**config.mk**
```make
export PLATFORM = sky130hd
export DESIGN_NAME = i8bit_div
export DESIGN_NICKNAME = d
export VERILOG_FILES = /design/src/rtl/i8bit_div_pkg.sv /design/src/rtl/i8bit_div_step.sv /design/src/rtl/i8bit_div.sv
export SDC_FILE = /design/constraint.sdc
export NUM_CORES = 1
export LEC_CHECK = 0
export ABC_CLOCK_PERIOD_IN_PS = 2620
export CAP_MARGIN = 20
export CORE_ASPECT_RATIO = 1.4
export CORE_MARGIN = 5
export CORE_UTILIZATION = 56
export CTS_BUF_LIST = sky130_fd_sc_hd__clkbuf_8
export DETAILED_ROUTE_END_ITERATION = 12
export GPL_ROUTABILITY_DRIVEN = 0
export GPL_TIMING_DRIVEN = 0
export PLACE_DENSITY_LB_ADDON = 0.08
export SYNTH_ARGS = -nofsm -noshare
export SYNTH_HDL_FRONTEND = slang
export SYNTH_SLANG_ARGS = --single-unit
export TNS_END_PERCENT = 50
```
**constraint.sdc**
```tcl
create_clock -name clk -period 2.62 [get_ports clk]
set_input_delay 0.393 -clock clk [delete_from_list [all_inputs] [get_ports clk]]
set_output_delay 0.393 -clock clk [all_outputs]
set_load 0.02 [all_outputs]
```
**src/rtl/i8bit_div_pkg.sv**
```systemverilog
// Shared types and constants for the 16/8 restoring divider.
// Optional build macro: DIV_EARLY_OUT_EN (divide-by-zero/overflow skip the iteration phase).
package i8bit_div_pkg;

  typedef enum logic [1:0] {IDLE, CALC, DONE} state_e;

  localparam int DIV_WIDTH = 8;
  localparam int CNT_W     = $clog2(DIV_WIDTH);
  // Wide enough for any practical WIDTH; users slice the low bits.
  localparam logic [63:0] Q_FORCED = '1;

endpackage

```
**src/rtl/i8bit_div_step.sv**
```systemverilog
// One combinational restoring step: shift in a dividend bit, subtract if it fits.
module i8bit_div_step #(
  parameter int WIDTH = 8
) (
  input  logic [WIDTH-1:0] part_i,
  input  logic             bit_i,
  input  logic [WIDTH-1:0] div_i,
  output logic [WIDTH-1:0] part_o,
  output logic             qbit_o
);

  logic [WIDTH:0]   sh;
  logic [WIDTH-1:0] diff;

  assign sh     = {part_i, bit_i};
  // The true difference is always below 2^WIDTH when it is taken, so modulo math is exact.
  assign diff   = sh[WIDTH-1:0] - div_i;
  assign qbit_o = sh[WIDTH] | (sh[WIDTH-1:0] >= div_i);
  assign part_o = qbit_o ? diff : sh[WIDTH-1:0];

endmodule

```
**src/rtl/i8bit_div.sv**
```systemverilog
// Sequential 16-by-8 unsigned restoring divider with valid/ready handshakes.
// Build option DIV_EARLY_OUT_EN: flagged (dbz/ovf) operations go straight to DONE.
module i8bit_div
  import i8bit_div_pkg::*;
#(
  parameter int WIDTH = DIV_WIDTH
) (
  input  logic             clk,
  input  logic             rst_n,
  input  logic             in_valid,
  output logic             in_ready,
  input  logic [WIDTH-1:0] a_lo,
  input  logic [WIDTH-1:0] a_hi,
  input  logic [WIDTH-1:0] b,
  output logic             out_valid,
  input  logic             out_ready,
  output logic [WIDTH-1:0] q,
  output logic [WIDTH-1:0] r,
  output logic             ovf,
  output logic             dbz
);

  localparam int CW = (WIDTH == DIV_WIDTH) ? CNT_W : $clog2(WIDTH);
  localparam logic [WIDTH-1:0] ONES = Q_FORCED[WIDTH-1:0];

  state_e           state_q, state_d;
  logic [CW-1:0]    cnt_q, cnt_d;
  logic [WIDTH-1:0] part_q, part_d, dvd_q, dvd_d, alo_q, alo_d, b_q, b_d;
  logic [WIDTH-1:0] q_q, q_d, r_q, r_d;
  logic             fovf_q, fovf_d, fdbz_q, fdbz_d, ovf_q, ovf_d, dbz_q, dbz_d;
  logic [WIDTH-1:0] part_nxt;
  logic             q_bit;
  logic             acc_dbz, acc_ovf;

  assign acc_dbz = (b == '0);
  assign acc_ovf = !acc_dbz && (a_hi >= b);

  i8bit_div_step #(.WIDTH(WIDTH)) u_step (
    .part_i (part_q),
    .bit_i  (dvd_q[WIDTH-1]),
    .div_i  (b_q),
    .part_o (part_nxt),
    .qbit_o (q_bit)
  );

  always_comb begin
    state_d = state_q;
    cnt_d   = cnt_q;
    part_d  = part_q;
    dvd_d   = dvd_q;
    alo_d   = alo_q;
    b_d     = b_q;
    fovf_d  = fovf_q;
    fdbz_d  = fdbz_q;
    q_d     = q_q;
    r_d     = r_q;
    ovf_d   = ovf_q;
    dbz_d   = dbz_q;
    case (state_q)
      IDLE: if (in_valid) begin
        part_d  = a_hi;
        dvd_d   = a_lo;
        alo_d   = a_lo;
        b_d     = b;
        cnt_d   = '0;
        fovf_d  = acc_ovf;
        fdbz_d  = acc_dbz;
        state_d = CALC;
`ifdef DIV_EARLY_OUT_EN
        if (acc_dbz || acc_ovf) begin
          state_d = DONE;
          q_d     = ONES;
          r_d     = acc_dbz ? a_lo : '0;
          ovf_d   = acc_ovf;
          dbz_d   = acc_dbz;
        end
`endif
      end
      CALC: begin
        // dvd_q doubles as the quotient accumulator: dividend bits leave at the top,
        // quotient bits enter at the bottom.
        part_d = part_nxt;
        dvd_d  = {dvd_q[WIDTH-2:0], q_bit};
        cnt_d  = cnt_q + CW'(1);
        if (cnt_q == CW'(WIDTH-1)) begin
          state_d = DONE;
          ovf_d   = fovf_q;
          dbz_d   = fdbz_q;
          if (fdbz_q) begin
            q_d = ONES;
            r_d = alo_q;
          end else if (fovf_q) begin
            q_d = ONES;
            r_d = '0;
          end else begin
            q_d = {dvd_q[WIDTH-2:0], q_bit};
            r_d = part_nxt;
          end
        end
      end
      DONE: if (out_ready) state_d = IDLE;
      default: state_d = IDLE;
    endcase
  end

  always_ff @(posedge clk or negedge rst_n) begin
    if (!rst_n) begin
      state_q <= IDLE;
      cnt_q   <= '0;
      part_q  <= '0;
      dvd_q   <= '0;
      alo_q   <= '0;
      b_q     <= '0;
      fovf_q  <= 1'b0;
      fdbz_q  <= 1'b0;
      q_q     <= '0;
      r_q     <= '0;
      ovf_q   <= 1'b0;
      dbz_q   <= 1'b0;
    end else begin
      state_q <= state_d;
      cnt_q   <= cnt_d;
      part_q  <= part_d;
      dvd_q   <= dvd_d;
      alo_q   <= alo_d;
      b_q     <= b_d;
      fovf_q  <= fovf_d;
      fdbz_q  <= fdbz_d;
      q_q     <= q_d;
      r_q     <= r_d;
      ovf_q   <= ovf_d;
      dbz_q   <= dbz_d;
    end
  end

  assign in_ready  = (state_q == IDLE);
  assign out_valid = (state_q == DONE);
  assign q         = q_q;
  assign r         = r_q;
  assign ovf       = ovf_q;
  assign dbz       = dbz_q;

endmodule
```
==> results.yml <==
logic_synthesis:
  synth_area_um2: 3220
  synth_largest_area_cell: "dfrtp_1"
  asyncSetResetFlopFracSynth_pct: 100
  yosysSeqAreaShare_pct: 44.3
  synthTopCellsByArea: "dfrtp_1 (44%), nand2_1 (8.5%), ha_1 (7.0%), a21oi_1 (3.6%), and3_1 (2.9%)"
  synth-edff-count: 0
  ys_warn_count: 0
  synth_top_area_share_pct: 44.3
  synth_ff_type: "dfrtp_1"
  ys_top_cells_by_count: "nand2_1 (73), dfrtp_1 (57), a21oi_1 (23)"
  synth_cell_types: 49
  synth_area_per_cell_um2: 9.01
  yosysMostFrequentCell: "nand2_1"
  ys_seq_elements: 57
  postSynthCellCount: 357
  syn_nets: 404
die:
  initial_core_util_pct: 57.8
  dieArea_um2: 7380
  die_x_um: 74.1
  ioPinCount: 48
  die_h_um: 99.7
  core_area_um2: 5570
  rows: 32
global_route:
  grt_pass1_wl_um: 14300
  grt.total_usage_pct: 25.2
  grt_pass1_vias: 2941
  grt_max_degree: 40
  antenna_found_initial: 0
  grt_overflow_total: 0
place:
  place_area_um2: 3790
  place_hpwl_um: 6540
  io_buffer_count: 47
timing:
  finalCritPeriodShare_pct: 86.7
  fin_skew_ns: 0.00765
  slew_headroom_pct: 61.4
  drv_slew: 0
  fmax_mhz: 440
  worst_slew_pin_slew_ns: 0.577
  period_needed_ns: 2.27
  setup_tns_ns: 0
  setup_viol: 0
  rsz0062_at_grt: "no"
  hold_viol: 0
  whs_ns: 0.0128
hold_path:
  hold_class: "primary input to asynchronous set/reset pin"
layout:
  antenna_cells: 0
  multi_input_area_um2: 1600
  drive_above_1_share_pct: 9.05
  fill_cells: 476
  postLayoutCoreUtil_pct: 72.2
  nets: 463
  final_area_um2: 4020
  regArea_um2: 1430
  area_growth_pct: 24.9
cts:
  clock_latency_ns: 0.33
  clock_path_buffers: 2
  cts_tree: "built"
  clock-sinks: 57
  cts_setup_buffers: 0
  cts_buffers: 9
  cts_max_level: 3
  path_clk_slew_ns: 0.07
  ctsResizeCount: 0
  clockRootBuffer: "clkbuf_8"
  hold_buffers: 0
job:
  drv_cap: 0
route:
  num_vias: 2918
  finalWirelength_um: 8670
  dr.first_iter.drc_count: 204
  drc_errors: 0
  postRouteAntennaNets: 0
  wl_per_cell_um: 17.8
  viasPerCell: 5.98
  dr.pass1.iters: 5
pwr:
  ir_worst_vdd_mv: 0.877
  p_total_mw: 5.90
  p_leak_nw: 1.88
  powerDensity_nw_per_um2: 1470
run_status:
  status: "finished, final reports clean"
critical_path:
  critPathMaxFanout: 10
  critPathLaunchType: "flop"
  cp.arrival_ns: 2.47
  max_stage_delay_ns: 0.40
  crit_family: "adder cells"
  cp.required_ns: 2.82
  crit_buf_inv: 3
  endpoint_kind: "flop"
  crit_chain: "inv_1, ha_1, inv_1, fa_1, nand3_1, and2_4, a311oi_4, buf_6, nor2_1, o211ai_1"
  cp_slowest_cell: "dfrtp_1"
  ff2ff_setup_slack_ns: 0.35
  crit_type: "flop to flop"
  cpMostUsedCell: "inv_1"
report_power, final:
| group | internal [mW] | switching [mW] | total [mW] |
|---|---|---|---|
| logic | 1.38 | 1.98 | 3.36 |
| registers | 1.31 | 0.292 | 1.61 |
| clock network | 0.605 | 0.338 | 0.943 |
layer usage:
| metal | track usage [%] | vias up | wire, µm |
|---|---|---|---|
| li1 | - | 1381 | - |
| met1 | 30.9 | 1407 | 3540 |
| met2 | 42.3 | 98 | 4430 |
| met3 | 3.54 | 32 | 391 |
| met4 | 13.0 | 0 | 313 |
| met5 | 0 | - | 0 |
layout make-up:
cell class              instances  share of cell area (%)
clock inverters                 3                    1.59
well taps                      68                    2.12
inverters                      18                    1.68
repair buffers                 48                    12.1
flip-flops and latches         57                    35.5
clock buffers                  12                    4.11
plain buffers                  23                    2.99
multi-input cells             259                    39.9
through the flow:
step,cells,setup WS (ns)
after CTS,488,0.364
after global placement,472,-0.591
after detailed placement,473,0.368
after floorplan,357,0.711
final,488,0.349
after global routing,488,0.272
worst reg2reg max path, stage by stage (launching register included):
cell and delay, ns:
dfrtp_1 0.40, inv_1 0.10, ha_1 0.18, inv_1 0.06, fa_1 0.40, nand3_1 0.12, and2_4 0.19, a311oi_4 0.12
buf_6 0.17, nor2_1 0.26, o211ai_1 0.16
cells in the final DEF (no fill, tap or decap), types with 13 or more instances in the layout:
cell type and instances:
ha_1 18, clkdlybuf4s50_1 46, nand2_1 73, a21oi_1 23, dfrtp_1 57, nor2_1 13
and3_1 15, nand3_1 16, o21ai_0 17, nand4_1 14, inv_1 19
kinds of logic after synthesis:
family                   count (synthesis)  share of synthesized area (%)
flip-flops                              57                           44.3
multiplexers                             1                          0.350
AND/OR/NAND/NOR                        151                           22.4
adder cells (fa/ha/maj)                 19                           7.62
buffers and inverters                   41                           5.83
AO/OA/AOI/OAI                           85                           18.6
XOR/XNOR                                 3                          0.817
final timing paths:
check                          from         to  cells after the start
setup / recovery           dvd_q[7]  part_q[1]                     10
hold / removal                rst_n     fovf_q                      1
setup reg to reg           dvd_q[7]  part_q[1]                     10
hold reg to reg            alo_q[0]   alo_q[0]                      2
max in group asynchronous     rst_n        dbz                      2
min in group clk           alo_q[0]   alo_q[0]                      2
flip-flops by register name, indices dropped and copies added (netlist names):
register  cells
state_q       2
part_q        8
dbz           1
fovf_q        1
b_q           8
alo_q         8
ovf           1
cnt_q         3
dvd_q         8
fdbz_q        1
q             8
r             8
No activity file was read; power rests on OpenSTA's default activity.
